## config.mk

```make
export PLATFORM = sky130hd
export DESIGN_NAME = ball_ctrl
export DESIGN_NICKNAME = d
export VERILOG_FILES = /design/src/rtl/ball_ctrl.sv
export SDC_FILE = /design/constraint.sdc
export NUM_CORES = 1
export LEC_CHECK = 0
export BUFFER_PORTS_ARGS = -buffer_cell sky130_fd_sc_hd__buf_4
export CAP_MARGIN = 20
export CORE_ASPECT_RATIO = 1.2
export CORE_MARGIN = 5
export CORE_UTILIZATION = 25
export DETAILED_ROUTE_END_ITERATION = 10
export PLACE_DENSITY_LB_ADDON = 0.3
export SLEW_MARGIN = 0
export SYNTH_ARGS = -nofsm -noshare
export SYNTH_HDL_FRONTEND = slang
export SYNTH_SLANG_ARGS = --single-unit
```

## constraint.sdc

```tcl
create_clock -name i_clk -period 8.7 [get_ports i_clk]
set_input_delay 1.305 -clock i_clk [delete_from_list [all_inputs] [get_ports i_clk]]
set_output_delay 1.305 -clock i_clk [all_outputs]
set_load 0.01 [all_outputs]
```

## src/rtl/ball_ctrl.sv

```systemverilog
`default_nettype none
// ============================================================================
// Module   : ball_ctrl
// Purpose  : Single-ball animator with full game flow. It moves the ball once
//            per animation strobe and reflects it off the walls, the paddle
//            and an N-block brick field. It also runs serve, lives, score,
//            the sticky per-brick cleared flags and the win/lose decision.
// Ports    : i_clk, i_rst_n (sync, active-low), i_mode, i_serve, i_ani_stb,
//            i_pad_x1/i_pad_x2 (paddle edges), i_com (paddle motion),
//            i_hit (2 bits per brick) ->
//            o_x/o_y (registered centre), o_x1/o_x2/o_y1/o_y2 (edges),
//            o_cleared, o_score, o_lives, o_state, o_win, o_lose.
// Options  : SPEED_RAMP_EN - every paddle hit raises the step by 1, up to
//            MAX_SPEED. When it is undefined, the step is fixed at SPEED0.
// Revision : 1.0 - initial release
// ============================================================================
module ball_ctrl #(
  parameter int N_BLOCKS        = 22,
  parameter int H_SIZE          = 8,
  parameter int D_WIDTH         = 640,
  parameter int D_HEIGHT        = 480,
  parameter int IX              = 320,
  parameter int IY              = 240,
  parameter int PY              = 440,
  parameter int PH              = 10,
  parameter int SPEED0          = 2,
  parameter int MAX_SPEED       = 7,
  parameter int LIVES           = 3,
  parameter int SCORE_PER_BLOCK = 5
) (
  input  logic                  i_clk,
  input  logic                  i_rst_n,
  input  logic                  i_mode,
  input  logic                  i_serve,
  input  logic                  i_ani_stb,
  input  logic [11:0]           i_pad_x1,
  input  logic [11:0]           i_pad_x2,
  input  logic [1:0]            i_com,
  input  logic [2*N_BLOCKS-1:0] i_hit,
  output logic [11:0]           o_x,
  output logic [11:0]           o_y,
  output logic [11:0]           o_x1,
  output logic [11:0]           o_x2,
  output logic [11:0]           o_y1,
  output logic [11:0]           o_y2,
  output logic [N_BLOCKS-1:0]   o_cleared,
  output logic [15:0]           o_score,
  output logic [3:0]            o_lives,
  output logic [2:0]            o_state,
  output logic                  o_win,
  output logic                  o_lose
);

  typedef enum logic [2:0] {
    ST_IDLE  = 3'd0,
    ST_SERVE = 3'd1,
    ST_PLAY  = 3'd2,
    ST_WON   = 3'd3,
    ST_LOST  = 3'd4
  } state_t;

  localparam logic [11:0] C_H        = 12'(H_SIZE);
  localparam logic [11:0] C_IX       = 12'(IX);
  localparam logic [11:0] C_IY       = 12'(IY);
  localparam logic [11:0] C_X_LO     = 12'(H_SIZE + 1);
  localparam logic [11:0] C_X_HI     = 12'(D_WIDTH - H_SIZE - 1);
  localparam logic [11:0] C_Y_LO     = 12'(H_SIZE + 1);
  localparam logic [11:0] C_X_MAX    = 12'(D_WIDTH - 1 - H_SIZE);
  localparam logic [11:0] C_BOTTOM   = 12'(D_HEIGHT - 1);
  localparam logic [11:0] C_PY_TOP   = 12'(PY);
  localparam logic [11:0] C_PY_BOT   = 12'(PY + PH);
  localparam logic [3:0]  C_LIVES    = 4'(LIVES);
  localparam logic [31:0] C_PTS      = 32'(SCORE_PER_BLOCK);
  // The serve step never starts above the ceiling.
  localparam logic [3:0]  C_MAX_STEP = 4'(MAX_SPEED);
  localparam logic [3:0]  C_STEP0    = (SPEED0 > MAX_SPEED) ? 4'(MAX_SPEED) : 4'(SPEED0);

  // Direction encoding: x_dir 1 = right (+x), y_dir 1 = down (+y).
  state_t                state_q, state_d;
  logic [11:0]           x_q, x_d, y_q, y_d;
  logic                  x_dir_q, x_dir_d, y_dir_q, y_dir_d;
  logic [N_BLOCKS-1:0]   cleared_q, cleared_d;
  logic [15:0]           score_q, score_d;
  logic [3:0]            lives_q, lives_d;
  logic [15:0]           cnt_q, cnt_d;
  logic [3:0]            w_speed;

`ifdef SPEED_RAMP_EN
  logic [3:0]            speed_q, speed_d;
  assign w_speed = speed_q;
`else
  assign w_speed = C_STEP0;
`endif

  // Edge outputs are derived from the registered centre with 12-bit wrap.
  assign o_x       = x_q;
  assign o_y       = y_q;
  assign o_x1      = x_q - C_H;
  assign o_x2      = x_q + C_H;
  assign o_y1      = y_q - C_H;
  assign o_y2      = y_q + C_H;
  assign o_cleared = cleared_q;
  assign o_score   = score_q;
  assign o_lives   = lives_q;
  assign o_state   = state_q;
  assign o_win     = (state_q == ST_WON);
  assign o_lose    = (state_q == ST_LOST);

  // Only hits on bricks that are still standing count.
  logic [N_BLOCKS-1:0] w_hit_y, w_hit_x, w_new_hit;
  for (genvar k = 0; k < N_BLOCKS; k++) begin : g_hit
    assign w_hit_y[k] = i_hit[2*k]   & ~cleared_q[k];
    assign w_hit_x[k] = i_hit[2*k+1] & ~cleared_q[k];
  end
  assign w_new_hit = w_hit_x | w_hit_y;

  logic [7:0]  w_new_cnt;
  logic [31:0] w_score_sum;
  always_comb begin
    w_new_cnt = 8'd0;
    for (int k = 0; k < N_BLOCKS; k++) begin
      w_new_cnt = w_new_cnt + 8'(w_new_hit[k]);
    end
    w_score_sum = 32'(score_q) + C_PTS * 32'(w_new_cnt);
  end

  logic w_pad_hit, w_bottom;
  assign w_pad_hit = y_dir_q && (o_y2 >= C_PY_TOP) && (o_y2 <= C_PY_BOT) &&
                     (o_x1 <= i_pad_x2) && (o_x2 >= i_pad_x1);
  assign w_bottom  = (o_y2 >= C_BOTTOM);

  // Brick flips are applied first. Paddle and wall rules then overwrite
  // the same axis. The wall has the final say, so the ball cannot be pushed
  // out of the playfield.
  logic w_x_dir_n, w_y_dir_n;
  always_comb begin
    w_x_dir_n = x_dir_q ^ (|w_hit_x);
    w_y_dir_n = y_dir_q ^ (|w_hit_y);
    if (w_pad_hit) begin
      w_y_dir_n = 1'b0;
      if (i_com == 2'b01) w_x_dir_n = 1'b1;
      if (i_com == 2'b10) w_x_dir_n = 1'b0;
    end
    if (x_q <= C_X_LO) w_x_dir_n = 1'b1;
    if (x_q >= C_X_HI) w_x_dir_n = 1'b0;
    if (y_q <= C_Y_LO) w_y_dir_n = 1'b1;
  end

  // Step with the updated directions and clamp to the playfield.
  logic [11:0] w_speed12, w_x_step, w_y_step;
  assign w_speed12 = {8'd0, w_speed};
  always_comb begin
    if (w_x_dir_n) begin
      w_x_step = x_q + w_speed12;
      if (w_x_step > C_X_MAX) w_x_step = C_X_MAX;
    end else if (x_q < C_H + w_speed12) begin
      w_x_step = C_H;
    end else begin
      w_x_step = x_q - w_speed12;
    end
    if (w_y_dir_n) begin
      w_y_step = y_q + w_speed12;
    end else if (y_q < C_H + w_speed12) begin
      w_y_step = C_H;
    end else begin
      w_y_step = y_q - w_speed12;
    end
  end

  always_comb begin
    state_d   = state_q;
    x_d       = x_q;
    y_d       = y_q;
    x_dir_d   = x_dir_q;
    y_dir_d   = y_dir_q;
    cleared_d = cleared_q;
    score_d   = score_q;
    lives_d   = lives_q;
    cnt_d     = cnt_q + 16'd1;
`ifdef SPEED_RAMP_EN
    speed_d   = speed_q;
`endif
    if (!i_mode || state_q == ST_IDLE) begin
      x_d       = C_IX;
      y_d       = C_IY;
      cleared_d = '0;
      score_d   = 16'd0;
      lives_d   = C_LIVES;
`ifdef SPEED_RAMP_EN
      speed_d   = C_STEP0;
`endif
      state_d   = i_mode ? ST_SERVE : ST_IDLE;
    end else begin
      case (state_q)
        ST_SERVE: begin
          x_d     = C_IX;
          y_d     = C_IY;
          y_dir_d = 1'b0;
`ifdef SPEED_RAMP_EN
          speed_d = C_STEP0;
`endif
          if (i_serve) begin
            x_dir_d = cnt_q[0];
            state_d = ST_PLAY;
          end
        end
        ST_PLAY: begin
          if (i_ani_stb) begin
            cleared_d = cleared_q | w_new_hit;
            score_d   = (w_score_sum > 32'h0000_FFFF) ? 16'hFFFF : w_score_sum[15:0];
            x_dir_d   = w_x_dir_n;
            y_dir_d   = w_y_dir_n;
`ifdef SPEED_RAMP_EN
            if (w_pad_hit && speed_q < C_MAX_STEP) speed_d = speed_q + 4'd1;
`endif
            // A finished brick field beats a same-strobe bottom loss.
            if (&cleared_d) begin
              state_d = ST_WON;
            end else if (w_bottom) begin
              lives_d = lives_q - 4'd1;
              if (lives_q == 4'd1) begin
                state_d = ST_LOST;
              end else begin
                state_d = ST_SERVE;
                x_d     = C_IX;
                y_d     = C_IY;
              end
            end else begin
              x_d = w_x_step;
              y_d = w_y_step;
            end
          end
        end
        ST_WON, ST_LOST: begin
          if (i_serve) state_d = ST_IDLE;
        end
        default: state_d = ST_IDLE;
      endcase
    end
  end

  always_ff @(posedge i_clk) begin
    if (!i_rst_n) begin
      state_q   <= ST_IDLE;
      x_q       <= C_IX;
      y_q       <= C_IY;
      x_dir_q   <= 1'b0;
      y_dir_q   <= 1'b0;
      cleared_q <= '0;
      score_q   <= 16'd0;
      lives_q   <= C_LIVES;
      cnt_q     <= 16'd0;
`ifdef SPEED_RAMP_EN
      speed_q   <= C_STEP0;
`endif
    end else begin
      state_q   <= state_d;
      x_q       <= x_d;
      y_q       <= y_d;
      x_dir_q   <= x_dir_d;
      y_dir_q   <= y_dir_d;
      cleared_q <= cleared_d;
      score_q   <= score_d;
      lives_q   <= lives_d;
      cnt_q     <= cnt_d;
`ifdef SPEED_RAMP_EN
      speed_q   <= speed_d;
`endif
    end
  end

endmodule
`default_nettype wire

```

==> flow_metrics.py <==
metrics = {
    "timing": {
        "tightest_slew_ps": 1010,
        "relSlewSlack": 0.329,
        "fin_crit_sh": 0.895,
        "rsz0062_at_grt": "no",
        "fmax_mhz": 128,
        "period_needed_ps": 7790,
        "setup_viol": 0,
        "finClkSkew_ps": 10.4,
        "maxSlewViolCount": 0,
        "fin_tns_setup_ps": 0,
        "hold_viol": 0,
    },
    "grt": {
        "grt_pass1_wl_um": 38600,
        "antenna_found_initial": 0,
        "grt_overflow": 0,
        "grt_use_total": 0.156,
        "grt_max_degree": 32,
        "first_global_vias": 6877,
    },
    "finish": {
        "nets": 1208,
        "post-route-util": 0.322,
        "syn_to_final_growth_pct": 27.7,
        "layout_commonest_cell": "buf_4",
        "layout_common_cells": "buf_4 (194), inv_1 (94), nor2_1 (91)",
        "n_antenna_cell": 0,
        "drive_gt1_frac": 0.215,
    },
    "placement": {
        "routabilityCongestion": 0.847,
        "portBuffers": 190,
        "hpwl_um": 20000,
    },
    "synthesis": {
        "synthesis.area_um2": 6800,
        "synth-edff-count": 0,
        "synthDistinctLibCells": 80,
        "synth_top_area_frac": 0.209,
        "ys_ff_latch": 71,
        "ys_seq_area_frac": 0.209,
        "yosysTopAreaCell": "dfxtp_1",
        "synthFlopType": "dfxtp_1",
        "syn_inst": 906,
        "syn_avg_cell_area_um2": 7.51,
        "ys_top_cells_by_area": "dfxtp_1 (21%), ha_1 (10%), fa_1 (5.6%), inv_1 (5.2%), nor2_1 (5.0%)",
        "synthArstFlopShare": 0,
        "ys_warn_count": 0,
    },
    "power_and_ir_drop": {
        "p_leak_nw": 3.83,
        "peakVddDrop_mv": 0.206,
        "powerDensity_nw_per_um2": 187,
    },
    "routing": {
        "ant_nets": 0,
        "wirelength_um": 24600,
        "drc": 0,
        "drtPass1Iterations": 5,
        "route.vias.total": 6986,
        "avgViaCountPerCell": 4.99,
        "wire_per_inst_um": 17.6,
        "drtIter0Drc": 333,
    },
    "critical_path": {
        "worst_setup_path_start_kind": "input pin",
        "critPathArrivalTime_ps": 8020,
        "cp.required_ps": 8930,
        "crit_type": "in -> reg",
        "endpoint_kind": "flip-flop",
        "cp_max_fo": 11,
    },
    "floorplanning": {
        "io_pins": 194,
        "die_w_um": 161,
        "design.die.area_um2": 30600,
        "fp.coreArea_um2": 27000,
        "die_y_um": 191,
        "start_util": 0.252,
        "rows": 66,
    },
    "clock_network": {
        "cts_tree": "built",
        "htreeDepth": 3,
        "holdBufCountCts": 0,
        "insertion_delay_ps": 340,
        "clk_pin_slew_ps": 60,
        "clock-sinks": 71,
        "root_buffer": "clkbuf_16",
        "cts_inserted_buffers": 9,
        "cts_resized": 0,
        "postCtsSetupRepairBufs": 0,
        "cts_buffer_depth": 2,
    },
    "hold_path": {
        "hold_class": "reg -> reg",
    },
    "run": {
        "cap_violations": 0,
    },
    "outcome": {
        "status": "complete, no violations",
    },
}
==> power breakdown <==
group | total, mW | switching [mW] | internal [mW]
Combinational | 0.921 | 0.496 | 0.425
Sequential | 0.328 | 0.00179 | 0.326
Clock | 0.378 | 0.156 | 0.221
==> flip-flops by register name, summed over array words and instances (netlist names) <==
name / cells
o_cleared: 22
o_score: 16
o_x: 12
o_y: 11
o_lives: 4
o_state: 3
cnt_q: 1
x_dir_q: 1
y_dir_q: 1
==> synthesized netlist by cell type, drive strengths merged (5+ instances only) <==
cell type / n
buf: 26
nand3: 27
and3: 9
nor3b: 5
a21o: 6
o21a: 10
a22oi: 6
mux2i: 10
o21ai: 64
o211ai: 8
and4: 5
nor3: 35
or3: 9
clkbuf: 31
nand2b: 9
o22ai: 6
nand4: 9
nor2b: 20
ha: 57
a2111oi: 6
xor2: 22
a211oi: 6
nand2: 72
dfxtp: 71
a21oi: 55
fa: 19
inv: 94
a221oi: 6
nor4: 5
xnor2: 24
and2: 6
a31oi: 13
nor2: 92
==> layout make-up <==
type | instances | area (um^2)
clock buffer | 10 | 229
clock inverter | 5 | 58.8
fill | 2925 | 18300
inverter | 94 | 353
multi-input combinational | 686 | 4710
sequential | 71 | 1420
tap | 340 | 425
timing repair buffer | 195 | 1480
==> layer usage <==
| metal | routed length [um] | GRT usage |
|---|---|---|
| met2 | 12200 | 0.276 |
| met3 | 1520 | 0.0339 |
| met5 | 0 | 0 |
| met4 | 465 | 0.0437 |
| met1 | 10400 | 0.191 |
==> worst max-delay path, cell delays in order <==
cell and delay, ps:
buf_4 120, nor2_1 170, nor2_1 90, fa_1 500, fa_1 520, inv_1 50, fa_1 510, inv_1 50
fa_1 530, fa_1 420, ha_1 240, fa_1 400, a21o_1 190, a21o_1 200, ha_1 280, inv_1 50
fa_1 490, inv_1 40, ha_1 290, inv_1 80, o21ai_0 80, a21oi_1 220, o21ai_0 110, a21oi_1 340
or3b_2 360, nand2_1 90, o221a_2 270
==> logic make-up (layout without fill, tap and decap cells) <==
kind of cell	count (synthesis)	after routing	synth area share
muxes	13	13	0.0202
and+or+nand+nor	323	323	0.237
xor gates and xnor gates	46	46	0.0592
buffers and inverters	151	304	0.0988
other	1	3	0.000551
DFF	71	71	0.209
adders and majority gates	76	76	0.161
AOI/OAI and AO/OA	225	225	0.215
==> per-stage QoR <==
step / instance area, um^2 / instances / setup slack, ps / power, mW / hold WS [ps]
floorplan: 6810 / 908 / 1140 / 1.05 / 392
global placement: 8370 / 1385 / 643 / 1.25 / 404
detailed placement: 8370 / 1385 / 555 / 1.25 / 402
CTS: 8660 / 1400 / 917 / 1.65 / 418
global route: 8690 / 1401 / 581 / 1.80 / 442
finish: 8690 / 1401 / 914 / 1.63 / 423
==> worst paths after layout <==
kind                            slack (ps)         start  cells after the start     endpoint
worst min register to register         420      cnt_q[0]                      1     cnt_q[0]
worst max-delay path                   910      i_hit[7]                     27  o_score[10]
worst min-delay path                   420      cnt_q[0]                      1     cnt_q[0]
worst max register to register        1710  o_cleared[1]                     25  o_score[10]
(Power assumes the default switching activity.)
